$ cat src/rtl/tube_scheduler.sv
// tube_scheduler: game-flow controller for the scrolling tube playfield.
// Owns the idle/run/over state machine, the scroll tick, tube spawning with a
// pseudo-random gap pattern, and the score.
// Optional build macro: TUBE_SCHED_BCD_EN (score kept as two packed BCD digits).
module tube_scheduler #(
  parameter int unsigned TICK_NORMAL  = 25000000,
  parameter int unsigned TICK_FAST    = 12500000,
  parameter int unsigned TICK_INSANE  = 6250000,
  parameter int unsigned SPACE_NORMAL = 12,
  parameter int unsigned SPACE_FAST   = 8,
  parameter int unsigned SPACE_INSANE = 6,
  parameter logic [7:0]  LFSR_SEED    = 8'hA5
) (
  input  logic        clk,
  input  logic        reset,
  input  logic        start,
  input  logic        collide,
  input  logic        pass_i,
  input  logic        SW1,
  input  logic        SW2,
  output logic        shift_tick,
  output logic        spawn,
  output logic [15:0] pattern_o,
  output logic        running,
  output logic        game_over,
  output logic [7:0]  score_o
);

  localparam int unsigned CNT_W = 32;
  localparam int unsigned SP_W  = 8;

  typedef enum logic [1:0] {S_IDLE, S_RUN, S_OVER} state_t;
  typedef enum logic [1:0] {M_NORMAL, M_FAST, M_INSANE} mode_t;

  state_t            state;
  mode_t             mode;
  logic [CNT_W-1:0]  tick_cnt;
  logic [SP_W-1:0]   sp_cnt;
  logic [7:0]        lfsr;

  // Speed selection: SW1 has priority over SW2.
  function automatic mode_t sel_mode(input logic sw1, input logic sw2);
    if (sw1)      return M_FAST;
    else if (sw2) return M_INSANE;
    else          return M_NORMAL;
  endfunction

  // Scroll-tick period in clk cycles for a mode.
  function automatic logic [CNT_W-1:0] period_of(input mode_t m);
    case (m)
      M_FAST:   return CNT_W'(TICK_FAST);
      M_INSANE: return CNT_W'(TICK_INSANE);
      default:  return CNT_W'(TICK_NORMAL);
    endcase
  endfunction

  // Spawn spacing in scroll ticks for a mode.
  function automatic logic [SP_W-1:0] space_of(input mode_t m);
    case (m)
      M_FAST:   return SP_W'(SPACE_FAST);
      M_INSANE: return SP_W'(SPACE_INSANE);
      default:  return SP_W'(SPACE_NORMAL);
    endcase
  endfunction

  // Column pattern: four-row gap starting at row g, everything else lit.
  function automatic logic [15:0] gap_pattern(input logic [3:0] nib);
    logic [3:0] g;
    g = (nib > 4'd12) ? (nib - 4'd4) : nib;
    return ~(16'h000F << g);
  endfunction

  // 8-bit Fibonacci LFSR, taps 8,6,5,4, shifting left.
  function automatic logic [7:0] lfsr_next(input logic [7:0] l);
    return {l[6:0], l[7] ^ l[5] ^ l[4] ^ l[3]};
  endfunction

  // Saturating score increment (binary or packed BCD).
  function automatic logic [7:0] score_inc(input logic [7:0] s);
`ifdef TUBE_SCHED_BCD_EN
    if (s == 8'h99)          return s;
    else if (s[3:0] == 4'd9) return {s[7:4] + 4'd1, 4'd0};
    else                     return {s[7:4], s[3:0] + 4'd1};
`else
    if (s == 8'hFF) return s;
    else            return s + 8'd1;
`endif
  endfunction

  // Game FSM, scroll tick, spawn spacing, pattern generation and score.
  always_ff @(posedge clk) begin
    if (reset) begin
      state      <= S_IDLE;
      mode       <= M_NORMAL;
      tick_cnt   <= '0;
      sp_cnt     <= '0;
      lfsr       <= LFSR_SEED;
      shift_tick <= 1'b0;
      spawn      <= 1'b0;
      pattern_o  <= '0;
      running    <= 1'b0;
      game_over  <= 1'b0;
      score_o    <= '0;
    end else begin
      shift_tick <= 1'b0;
      spawn      <= 1'b0;
      case (state)
        S_IDLE, S_OVER: begin
          if (start) begin
            state     <= S_RUN;
            running   <= 1'b1;
            game_over <= 1'b0;
            score_o   <= '0;
            tick_cnt  <= '0;
            sp_cnt    <= '0;
            mode      <= sel_mode(SW1, SW2);
          end
        end
        S_RUN: begin
          if (pass_i) score_o <= score_inc(score_o);
          if (collide) begin
            state     <= S_OVER;
            running   <= 1'b0;
            game_over <= 1'b1;
          end else if (tick_cnt == period_of(mode) - CNT_W'(1)) begin
            tick_cnt   <= '0;
            shift_tick <= 1'b1;
            if (sp_cnt == '0) begin
              spawn     <= 1'b1;
              pattern_o <= gap_pattern(lfsr[3:0]);
              lfsr      <= lfsr_next(lfsr);
            end
            // >= guards against a spacing shrink leaving the counter past the end
            if (sp_cnt >= space_of(mode) - SP_W'(1)) sp_cnt <= '0;
            else                                      sp_cnt <= sp_cnt + SP_W'(1);
            mode <= sel_mode(SW1, SW2);
          end else begin
            tick_cnt <= tick_cnt + CNT_W'(1);
          end
        end
        default: begin
          state     <= S_IDLE;
          running   <= 1'b0;
          game_over <= 1'b0;
        end
      endcase
    end
  end

endmodule
$ cat config.mk
export PLATFORM = sky130hd
export DESIGN_NAME = tube_scheduler
export DESIGN_NICKNAME = d
export VERILOG_FILES = /design/src/rtl/tube_scheduler.sv
export SDC_FILE = /design/constraint.sdc
export NUM_CORES = 1
export LEC_CHECK = 0
export ABC_AREA = 1
export BUFFER_PORTS_ARGS = -buffer_cell sky130_fd_sc_hd__buf_2
export CAP_MARGIN = 20
export CORE_MARGIN = 3
export CORE_UTILIZATION = 40
export CTS_BUF_LIST = sky130_fd_sc_hd__clkbuf_4 sky130_fd_sc_hd__clkbuf_8 sky130_fd_sc_hd__clkbuf_16
export CTS_CLUSTER_DIAMETER = 150
export DETAILED_ROUTE_END_ITERATION = 6
export GPL_TIMING_DRIVEN = 0
export PLACE_DENSITY_LB_ADDON = 0.12
export SLEW_MARGIN = 20
export SYNTH_ARGS = -nofsm -noshare
export SYNTH_HDL_FRONTEND = slang
export SYNTH_SLANG_ARGS = --single-unit
$ cat constraint.sdc
create_clock -name clk -period 1.9 [get_ports clk]
set_input_delay 0 -clock clk [delete_from_list [all_inputs] [get_ports clk]]
set_output_delay 0 -clock clk [all_outputs]
set_load 0.02 [all_outputs]
# Word level (Yosys, flattened, before mapping)
# Cells that the tools add are included.
[word_totals] ff_bits=80 in_bits=7 out_inout_bits=28
[op_classes] n_addsub=6 magnitude_cmp=2 n_eq_ne=12 shift=1 mux=39 bitwise=7 reduce_logical=11
[ops] operator="32-bit two-way mux" n=6
[ops] operator="8-bit two-way mux" n=10
[ops] operator="32-bit one-hot mux with 2 select lines" n=1
[ops] operator="25-bit one-hot mux with 2 select lines" n=1
[ops] operator="32-bit by 1-bit adder with 32-bit output (second input constant)" n=1
[ops] operator="32-bit == test" n=1
[ops] operator="8-bit one-hot mux with 2 select lines" n=2
[ops] operator="32-bit by 1-bit subtractor with 32-bit output (second input constant)" n=1
[ops] operator="8-bit by 1-bit adder with 8-bit output (second input constant)" n=2
[ops] operator="16-bit NOT" n=1
[ops] operator="4-bit by 4-bit << shifter with 16-bit output (first input constant)" n=1
[ops] operator="2-bit two-way mux" n=7
[ops] operator="2-bit != test (second input constant)" n=6
[ops] operator="4-bit AND reduction" n=3
[ops] operator="8-bit == test (second input constant)" n=1
[ops] operator="8-bit >= comparator" n=1
[ops] operator="8-bit zero test" n=1
[ops] operator="2-bit one-hot mux with 2 select lines" n=2
[ops] operator="4-bit one-hot mux with 2 select lines" n=1
[ops] operator="8-bit by 1-bit subtractor with 8-bit output (second input constant)" n=1
[ops] operator="1-bit two-way mux" n=6
[ops] operator="2-bit by 1-bit == test with 1-bit output (second input constant)" n=2
[ops] operator="2-bit == test (second input constant)" n=2
[ops] operator="4-bit > comparator (second input constant)" n=1
[ops] operator="12 further kinds" n=17

# Longest topological paths before layout
# Gate-level depths: netlist of run 1.
[depth] depth_word=17 mapped_depth=14

# Worst setup path before layout of run 1
# No wires, ideal clock.
[synth_timing] path_kind="reg2reg" startpoint="register mode[0]" endpoint="register tick_cnt[9]" setup_ns=0.119 arrival_ns=1.710 required_time_ns=1.781 setup_slack_ns=0.071 path_stages_with_launch=15 path_buffers=1 cell_sequence="dfxtp_1 -> inv_1 -> ha_1 -> inv_2 -> nand2_1 -> nand2_1 -> nor2_1 -> nand2_1 -> nor2_4 -> nand2_4 -> nand2_4 -> nand2_4 -> nand2_8 -> buf_6 -> nor2_1"
[synth_between] elab_chain_cells=10 word_cells_on_any_way=11 cone_classes="1 x add/sub; 3 x eq/ne; 7 x mux"
[synth_rtl] item="from (decl)" line="36" source="mode_t mode;"
[synth_rtl] item="from (signal assigned)" line="116" source="mode <= sel_mode(SW1, SW2);"
[synth_rtl] item="from (signal assigned)" line="136" source="mode <= sel_mode(SW1, SW2);"
[synth_rtl] item="2-bit == test or 2-bit by 1-bit == test with 1-bit output (tied branches)" line="50" source="case (m)"
[synth_rtl] item="25-bit one-hot mux with 2 select lines *" line="50"
[synth_rtl] item="32-bit two-way mux *" line="121" source="if (collide) begin"
[synth_rtl] item="32-bit two-way mux *" line="107" source="case (state)"
[synth_rtl] item="32-bit two-way mux *" line="92" source="if (reset) begin"
[synth_rtl] item="32-bit by 1-bit subtractor with 32-bit output *" line="125" source="end else if (tick_cnt == period_of(mode) - CNT_W'(1)) begin"
[synth_rtl] item="32-bit == test *" line="125"
[synth_rtl] item="32-bit two-way mux *" line="125"
[synth_rtl] item="32-bit two-way mux *" line="121"
[synth_rtl] item="32-bit one-hot mux with 2 select lines *" line="107"
[synth_rtl] item="to (signal assigned)" line="138" source="tick_cnt <= tick_cnt + CNT_W'(1);"
[synth_rtl] item="to (decl)" line="37" source="logic [CNT_W-1:0] tick_cnt;"
# Mark *: on every way between the ends. The rest lies on a longest branch, timed or not. The select of a mux whose other input is x is not followed.
# A chain may end at the register's enable or synchronous reset.

# Worst setup path after layout of run 1
[layout_timing] startpoint="register mode[0]" endpoint="register pattern_o[8]"
[layout_between] elab_chain_cells=8 word_cells_on_any_way=9 cone_classes="1 x add/sub; 3 x eq/ne; 4 x mux; 1 x reduce/logical"
[layout_rtl] item="2-bit == test or 2-bit by 1-bit == test with 1-bit output (tied branches)" line="50"
[layout_rtl] item="25-bit one-hot mux with 2 select lines *" line="50"
[layout_rtl] item="32-bit two-way mux *" line="121"
[layout_rtl] item="32-bit two-way mux *" line="107"
[layout_rtl] item="32-bit two-way mux *" line="92"
[layout_rtl] item="32-bit by 1-bit subtractor with 32-bit output *" line="125"
[layout_rtl] item="32-bit == test *" line="125"
[layout_rtl] item="4-bit AND reduction (no source line) *"
[layout_rtl] item="to (signal assigned)" line="130" source="pattern_o <= gap_pattern(lfsr[3:0]);"
[layout_rtl] item="to (decl)" line="23" source="output logic [15:0] pattern_o,"
# Marked as above.

==> results.tsv, run 1 <==
metric	value	unit
# clock sinks	79	
Die Y-Extent	111.6	um
final setup vio count	16	
Fin Hold WS	0.1528	ns
fill count	1082	
Final Critical Period	1.931	ns
post-layout util	53.78	%
R2R depth	14	
final WL	11.85	mm
Final Wtd Congestion	0.8981	
RSZ-0062 raised after global routing	yes	
Fin. Hold Viols	0	
ratio of cells with drive above 1 in the final layout	24.28	%
CORE AREA	0.01060	mm^2
Rel. slew slack	61.36	%
DR DRC count	0	
net count after synthesis	706	
Async S/R FF share, synth	0	%
Pwr Density	664.9	mW/mm^2
CTS tree	yes	
total gr overflow	0	
first-pass GRT wire length	19.78	mm
vias in the first global route	4213	
top post-synthesis cells by area	dfxtp_1 (35%), nand2_1 (14%), nor2_1 (13%)	
post-synth top area share	35.44	%
DR iter-0 viols	188	
dpl cells	854	
post-route insts no fill	898	
Avg Cell Area, Syn	6.525	um^2
Setup Skew	0.01209	ns
Area Growth Syn to Fin	27.75	%
Crit path arrival time	2.24	ns
RR Startpoint	mode[0]	
critical path class	reg2reg	
die area	0.01246	mm^2
R2R setup slack	-0.03	ns
Chip Width	111.6	um
measured slew at the worst slew-check pin	0.5796	ns
Synth area leader	dfxtp_1	
Synth Flop Type	dfxtp_1	
Final Net Count	779	
Skew-Pair Late Insertion Delay	0.37	ns
post-DR wirelength/cell	13.20	um
cell with the most instances after synthesis	nand2_1	
Final period util	101.6	%
RR Endpoint	pattern_o[8]	
Port Buffers	34	
Final Slew Violations	0	
setup slack at placement	-0.2749	ns
Vias	4441	
MaxCap Viol Count	0	
setup_tns	-0.1840	ns
post-synthesis sequential area ratio	35.44	%
CP Capture Type	flip-flop	
status	complete, but fails checks	
antenna violations before repair	0	
largest net degree at the start of global routing	13	
register bit total from synthesis	79	
H-Tree Level Count	3	
# diodes	0	
Starting Density	42.10	%
WP data required	2.21	ns
fmax	518.0	MHz
Worst Setup Start Kind	flip-flop	
Mapped Area	0.004463	mm^2
vias per inst	4.945	
Critical Path Fanout Max	6	
gate count after technology mapping	684	
Synth cell types	39	
CP endpoint	pattern_o[8]	
CTS Buf Count	9	
Max clock buf depth	2	
number of flops mapped to enable cells by yosys	0	
Final ANT Viol Nets	0	
Synth top cells by count	nand2_1 (171), nor2_1 (150), dfxtp_1 (79)	
# IOs	35	
Critical path origin	mode[0]	
maximum vdd drop	460.9	uV
total global-route track usage	19.29	%
Reg clk slew, reported paths	0.08	ns
worst hold path class	in2reg	
failing checks	setup timing	
CTS root buffer	clkbuf_8	
Rows	37	
YS warnings	0	
DP Wirelength	8.257	mm
Pleak	2.420	nW
DR pass1 iterations	7	
fin worst setup slack	-0.03053	ns
-- kinds of logic (layout without fill, tap and decap cells) --
kind of cell	Yosys count	after routing	share of synthesized area (%)
AO/OA/AOI/OAI	39	39	4.654
XOR/XNOR	19	19	3.729
adder cells (fa/ha/maj)	15	15	4.205
buffers and inverters	95	173	8.915
flip-flops	79	79	35.44
AND/OR/NAND/NOR	437	437	43.06
-- layout make-up --
type | count | area [um^2] | area share, %
Timing Repair Buffer | 61 | 493.0 | 8.646
Clock inverter | 2 | 60.06 | 1.053
Tap cell | 136 | 170.2 | 2.984
Sequential cell | 79 | 1592 | 27.91
Buffer | 17 | 122.6 | 2.151
Timing Repair inverter | 1 | 11.26 | 0.1975
Multi-Input combinational cell | 510 | 2756 | 48.34
Clock buffer | 14 | 186.4 | 3.270
Inverter | 78 | 310.3 | 5.442
-- metal layers --
metal	up-vias	GRT usage [%]	share of wire, %
li1	2295	-	-
met1	2039	24.56	46
met2	82	31.93	48
met3	25	2.989	3.2
met4	0	9.165	2.6
met5	-	0	0
-- critical path: stages, from the launching register on --
cell and delay, ns:
dfxtp_4 0.37, inv_4 0.04, ha_4 0.31, inv_4 0.05, nand2_2 0.04, nand2_1 0.05
nor2_1 0.10, nand2_1 0.09, nor2_4 0.13, buf_6 0.12, nand4_4 0.15, buf_6 0.19
nand2_2 0.06, nand2_2 0.04, nor2_2 0.11
-- report_power, final --
part | total (mW) | internal (mW) | switching [mW]
combinational | 0.545 | 0.212 | 0.333
sequential | 1.72 | 1.69 | 0.0371
clock | 1.52 | 0.899 | 0.624
-- cell usage in the layout (no fill, tap or decap), types with 3 or more instances in the layout --
cell type,Yosys,routed
a21oi_1,19,10
a21oi_2,1,10
buf_2,7,40
buf_4,1,7
buf_6,2,8
buf_8,1,5
clkbuf_1,6,6
clkbuf_8,0,13
dfxtp_1,79,75
dlygate4sd3_1,0,7
ha_1,15,12
inv_1,65,64
inv_2,10,9
nand2_1,171,157
nand2_2,2,16
nand2_4,5,4
nand3_1,59,58
nand4_1,13,13
nor2_1,150,117
nor2_2,3,27
nor2_4,3,12
nor3_1,20,14
nor3_2,0,6
o21ai_0,13,12
o21ai_1,2,3
xnor2_1,7,7
xor2_1,12,12
-- through the flow --
step | instance area (um^2) | power (mW)
after floorplan | 4463 | 2.037
after global placement | 4803 | 2.146
after detailed placement | 4803 | 2.151
after CTS | 5339 | 3.757
after global routing | 5702 | 3.962
final | 5702 | 3.791
-- sequential cells by signal, indices dropped and copies added, names as in the netlist, 2 cells and up --
register and cells:
score_o 8, pattern_o 16, mode 2, sp_cnt 8, lfsr 8, tick_cnt 32
-- repair_timing --
item | in CTS | in global routing
cloned | 1 | 4
pin swaps | 13 | 34
endpoints found under the hold margin | 5 | 0
gates resized for setup | 21 | 91
hold buffers | 7 | 0
setup buffers | 15 | 2
setup endpoints to repair | 67 | 75
-- how the worst min path moves through the flow --
stage / start / to / slack, ns / cells past startpoint
2_1_floorplan: reset / shift_tick / 0.08 / 1
3_5_place_dp: reset / shift_tick / 0.24 / 2
5_1_grt: pass_i / score_o[5] / 0.22 / 5
6_report: pass_i / score_o[6] / 0.15 / 6
4_1_cts: pass_i / score_o[6] / 0.09 / 6
3_3_place_gp: reset / shift_tick / 0.23 / 2
(Power assumes the default switching activity.)
==> run 2, diff against run 1 <==
Settings changed: CTS_CLUSTER_DIAMETER 150 to unset, REMOVE_ABC_BUFFERS set to 1.
==> results.tsv, run 2 (synthesis results as in run 1) <==
metric	value	unit	change
total global-route track usage	18.06	%	-1.2 points
RR Endpoint	tick_cnt[17]		
DR DRC count	0		unchanged
worst hold endpoint	score_o[6]		
vias per inst	4.999		+1.1%
Fin. Hold Viols	0		unchanged
final setup vio count	5		-11
RSZ-0062 raised after global routing	yes		
Largest regs	tick_cnt x32, pattern_o x16		
R2R setup slack	-0.02	ns	about the same
DP Wirelength	7.287	mm	-12%
Crit path arrival time	2.18	ns	-0.06 ns
final WL	11.54	mm	-2.7%
largest register by flop count	tick_cnt		
die area	0.01246	mm^2	unchanged
Skew-Pair Late Insertion Delay	0.37	ns	about the same
MaxCap Viol Count	0		unchanged
Final period util	101.2	%	-0.41 points
CTS tree	yes		
Chip Width	111.6	um	unchanged
measured slew at the worst slew-check pin	0.8139	ns	+0.2343 ns
commonest non-fill, non-tap cells in the layout	nand2_1 (168), nor2_1 (128), dfxtp_1 (74)		
Die Y-Extent	111.6	um	unchanged
Max clock buf depth	2		unchanged
setup slack at placement	-0.3414	ns	-0.06652 ns
Rel. slew slack	45.68	%	-16 points
Vias	4369		-1.6%
failing checks	setup timing		
Starting Density	42.10	%	unchanged
vias in the first global route	3888		-7.7%
largest net degree at the start of global routing	45		+32
CP Capture Type	flip-flop		
CORE AREA	0.01060	mm^2	unchanged
first-pass GRT wire length	18.49	mm	-6.5%
Final Critical Period	1.923	ns	-0.007706 ns
CTS Buf Count	9		unchanged
# diodes	0		unchanged
Reg clk slew, reported paths	0.08	ns	about the same
RR Startpoint	mode[0]		
Final Net Count	755		-3.1%
commonest non-fill, non-tap cell in the layout	nand2_1		
status	complete, but fails checks		
max reg flops	32		unchanged
critical path class	reg2reg		
fmax	520.1	MHz	+0.40%
Setup Skew	0.01063	ns	-0.001466 ns
worst hold path class	in2reg		
# IOs	35		unchanged
Port Buffers	34		unchanged
Critical Path Fanout Max	8		+2
WP data required	2.16	ns	-0.05 ns
antenna violations before repair	0		unchanged
Pwr Density	629.1	mW/mm^2	-5.4%
DR iter-0 viols	164		-13%
maximum vdd drop	560.3	uV	+22%
fill count	1101		+1.8%
# clock sinks	79		unchanged
R2R depth	12		-2
total gr overflow	0		unchanged
CTS root buffer	clkbuf_8		
Worst Setup Start Kind	flip-flop		
Rows	37		unchanged
Final ANT Viol Nets	0		unchanged
Area Growth Syn to Fin	22.04	%	
Hold Path Stages	6		unchanged
Hold Startpoint	pass_i		
ratio of cells with drive above 1 in the final layout	20.19	%	-4.1 points
DR pass1 iterations	5		-2
post-DR wirelength/cell	13.20	um	about the same
Pleak	2.268	nW	-6.3%
fin worst setup slack	-0.02282	ns	+0.007706 ns
Final Slew Violations	0		unchanged
Final Wtd Congestion	0.8823		-1.8%
H-Tree Level Count	3		unchanged
Overall Power	3.427	mW	-9.6%
post-layout util	51.38	%	-2.4 points
run 2: cell count changes in the layout (fill, tap and decap cells not counted), moves of 3 or more:
cell	change
nor2_1	+11
clkinv_8	+3
buf_6	-5
nor2_2	-15
nor2_4	+4
clkbuf_1	-6
clkinvlp_4	+3
buf_8	-5
nand2_2	-11
clkbuf_8	-3
nand2_1	+11
buf_2	-6
nand2_8	+5
run 2: power breakdown:
group | internal [mW] | leakage [nW] | switching [mW]
Clock | 0.542 | 0.0857 | 0.649
Sequential | 1.69 | 0.641 | 0.0400
Combinational | 0.162 | 1.54 | 0.348
run 2: final cells by class:
class | count | area (um^2) | area share [%]
Clock buffer | 12 | 152.6 | 2.803
Clock inverter | 4 | 31.28 | 0.5743
Inverter | 78 | 321.6 | 5.904
Multi-Input combinational cell | 515 | 2840 | 52.15
Sequential cell | 79 | 1593 | 29.24
Tap cell | 136 | 170.2 | 3.124
Timing Repair Buffer | 49 | 321.6 | 5.904
Timing Repair inverter | 1 | 16.27 | 0.2986
run 2: worst max-delay path by stage:
stage	slack, ns	endpoint	from
6_report	-0.02	tick_cnt[17]	mode[0]
5_1_grt	-0.16	lfsr[2]	mode[0]
4_1_cts	-0.04	pattern_o[12]	mode[0]
3_5_place_dp	-0.34	lfsr[2]	mode[0]
3_3_place_gp	-0.34	lfsr[0]	mode[0]
2_1_floorplan	0.08	lfsr[0]	mode[0]
run 2: metrics by stage:
step	instance area, um^2	cells	setup TNS, ns	hold WS [ns]
finish	5446	874	-0.05944	0.1226
global route	5446	874	-6.581	0.1563
CTS	5176	869	-0.3645	0.02191
detailed placement	4702	837	-14.24	0.2759
global placement	4701	837	-14.97	0.2697
floorplan	4360	667	0	0.06907
run 2: per-layer routing:
metal,track usage [%],vias up,share of wire (%),wire length (um)
met5,0,-,0,0
met4,6.002,0,1.8,205
met3,4.293,17,4.8,553
met2,30.14,95,48,5554
met1,22.93,2000,45,5221
li1,-,2257,-,-
run 2: repair_timing:
action	CTS	global route
endpoints found under the hold margin	12	0
gates cloned	4	3
hold buffers	6	0
setup buffers	6	4
endpoints found under the setup margin	67	74
gates resized for setup	20	70
pin swaps	10	24
run 2: worst max-delay path: stages, from the launching register on:
cell     delay [ns]
dfxtp_4        0.37
inv_4          0.05
ha_4           0.27
nand2_1        0.07
nand2_1        0.05
nor2_1         0.10
nand2_1        0.11
nor2_4         0.16
nand2_4        0.10
nand2_8        0.10
nand2_8        0.16
nand2_8        0.19
nor2_1         0.06
==> run 3, diff against run 2 <==
Settings changed: CELL_PAD_IN_SITES_DETAIL_PLACEMENT set to 0, CELL_PAD_IN_SITES_GLOBAL_PLACEMENT set to 1, CORE_UTILIZATION 40 to 39.
==> results.tsv, run 3 (synthesis results as in run 1) <==
metric	value	unit	change
fin worst setup slack	-0.009537	ns	+0.01329 ns
RR Startpoint	mode[0]		
# IOs	35		unchanged
first-pass GRT wire length	20.07	mm	+8.5%
WP data required	2.18	ns	+0.02 ns
Max clock buf depth	2		unchanged
max reg flops	32		unchanged
MaxCap Viol Count	0		unchanged
R2R depth	14		+2
Rel. slew slack	57.37	%	+12 points
commonest non-fill, non-tap cell in the layout	nand2_1		
CORE AREA	0.01103	mm^2	+4.0%
Overall Power	4.421	mW	+29%
Fin. Hold Viols	0		unchanged
Final Slew Violations	0		unchanged
Skew-Pair Late Insertion Delay	0.34	ns	-0.03 ns
Port Buffers	34		unchanged
fill count	1115		+1.3%
Hold Startpoint	SW2		
fmax	523.7	MHz	+0.70%
Setup Skew	0.005313	ns	-0.005315 ns
Crit path arrival time	2.19	ns	about the same
Pleak	2.345	nW	+3.4%
DR pass1 iterations	5		unchanged
RSZ-0062 raised after global routing	yes		
Final period util	100.5	%	-0.70 points
largest net degree at the start of global routing	45		unchanged
CTS tree	yes		
die area	0.01276	mm^2	+2.4%
Area Growth Syn to Fin	27.47	%	
Vias	4345		-0.55%
Chip Width	113.0	um	+1.2%
Starting Density	40.46	%	-1.6 points
Hold Path Stages	5		-1
Reg clk slew, reported paths	0.06	ns	-0.02 ns
R2R setup slack	-0.01	ns	about the same
Critical path origin	mode[0]		
Pwr Density	777.1	mW/mm^2	+24%
maximum vdd drop	656.0	uV	+17%
total global-route track usage	19.33	%	+1.3 points
# clock sinks	79		unchanged
Placed Area	0.004707	mm^2	+0.11%
DR DRC count	0		unchanged
status	complete, but fails checks		
Critical Path Fanout Max	18		+10
Final ANT Viol Nets	0		unchanged
post-DR wirelength/cell	13.87	um	+5.1%
CTS root buffer	clkbuf_16		
Largest regs	tick_cnt x32, pattern_o x16		
Final Net Count	751		-0.53%
DR iter-0 viols	227		+38%
CTS Buf Count	9		unchanged
worst hold path class	in2reg		
commonest non-fill, non-tap cells in the layout	nand2_1 (162), nor2_1 (126), dfxtp_1 (74)		
Final Cell Area	0.005689	mm^2	+4.5%
setup slack at placement	-0.3878	ns	-0.04639 ns
setup_tns	-0.03300	ns	+0.02643 ns
Final Wtd Congestion	0.8593		-2.6%
antenna violations before repair	0		unchanged
footprint of the multi-input gates	0.002929	mm^2	+3.1%
vias in the first global route	4148		+6.7%
H-Tree Level Count	3		unchanged
CP Capture Type	flip-flop		
largest register by flop count	tick_cnt		
Worst Setup Start Kind	flip-flop		
storage element area	0.001588	mm^2	-0.31%
post-route insts no fill	873		-0.11%
Die Y-Extent	113.0	um	+1.2%
DP Wirelength	7.616	mm	+4.5%
worst hold endpoint	mode[1]		
failing checks	setup timing		
critical path class	reg2reg		
dpl cells	841		+0.48%
final WL	12.11	mm	+5.0%
total gr overflow	0		unchanged
measured slew at the worst slew-check pin	0.6394	ns	-0.1745 ns
Final Critical Period	1.910	ns	-0.01329 ns
Rows	38		+2.7%
# diodes	0		unchanged
RR Endpoint	pattern_o[12]		
final setup vio count	5		unchanged
vias per inst	4.977		-0.44%
ratio of cells with drive above 1 in the final layout	22.24	%	+2.0 points
run 3: cell type report:
cell class	instances	share of cell area, %
Timing Repair inverter	1	0.2859
Timing Repair Buffer	45	5.146
Multi-Input combinational cell	515	51.48
Inverter	78	5.630
Tap cell	140	3.079
Clock inverter	5	2.265
Sequential cell	79	27.91
Clock buffer	10	4.201
run 3: worst max path at each step:
stage	cells past startpoint	end	slack, ns
after detailed placement	12	pattern_o[14]	-0.39
after global placement	12	lfsr[0]	-0.36
final	14	pattern_o[12]	-0.01
after floorplan	11	lfsr[0]	0.08
after CTS	15	pattern_o[0]	-0.06
after global routing	14	pattern_o[15]	-0.15
run 3: repair_timing:
action,4_1_cts,5_1_grt
pin swaps,9,32
hold buffers,3,0
gates cloned,4,3
setup buffers,7,2
endpoints found under the setup margin,68,75
resized for setup,22,87
hold endpoints to repair,5,0
run 3: through the flow:
stage          util (%)  hold WS, ns
6_report          51.58      0.01754
4_1_cts           48.50     0.003067
3_3_place_gp      42.66       0.2698
5_1_grt           51.58      0.04734
3_5_place_dp      42.67       0.2678
2_1_floorplan         -      0.06907
run 3: where the power goes:
part	switching [mW]	leakage, nW	internal, mW	total (mW)
Combinational	0.371	1.53	0.164	0.534
Clock	0.711	0.179	1.45	2.16
Sequential	0.0372	0.640	1.69	1.73
run 3: critical path, stage by stage, from the launching register on:
cell and delay, ns:
dfxtp_2 0.35, inv_2 0.06, ha_4 0.31, inv_2 0.04, nand2_1 0.05, nand2_1 0.04, nor2_1 0.12, nand2_1 0.10
nor2_4 0.13, buf_4 0.14, nand4_4 0.08, buf_12 0.19, clkinv_8 0.09, nor2_1 0.05, nor2_1 0.09
run 3: routing by layer:
metal / part of all wire, % / track usage, %
met5: 0 / 0
met4: 1.6 / 6.571
met3: 3.6 / 4.545
met2: 48 / 32.98
met1: 47 / 23.92
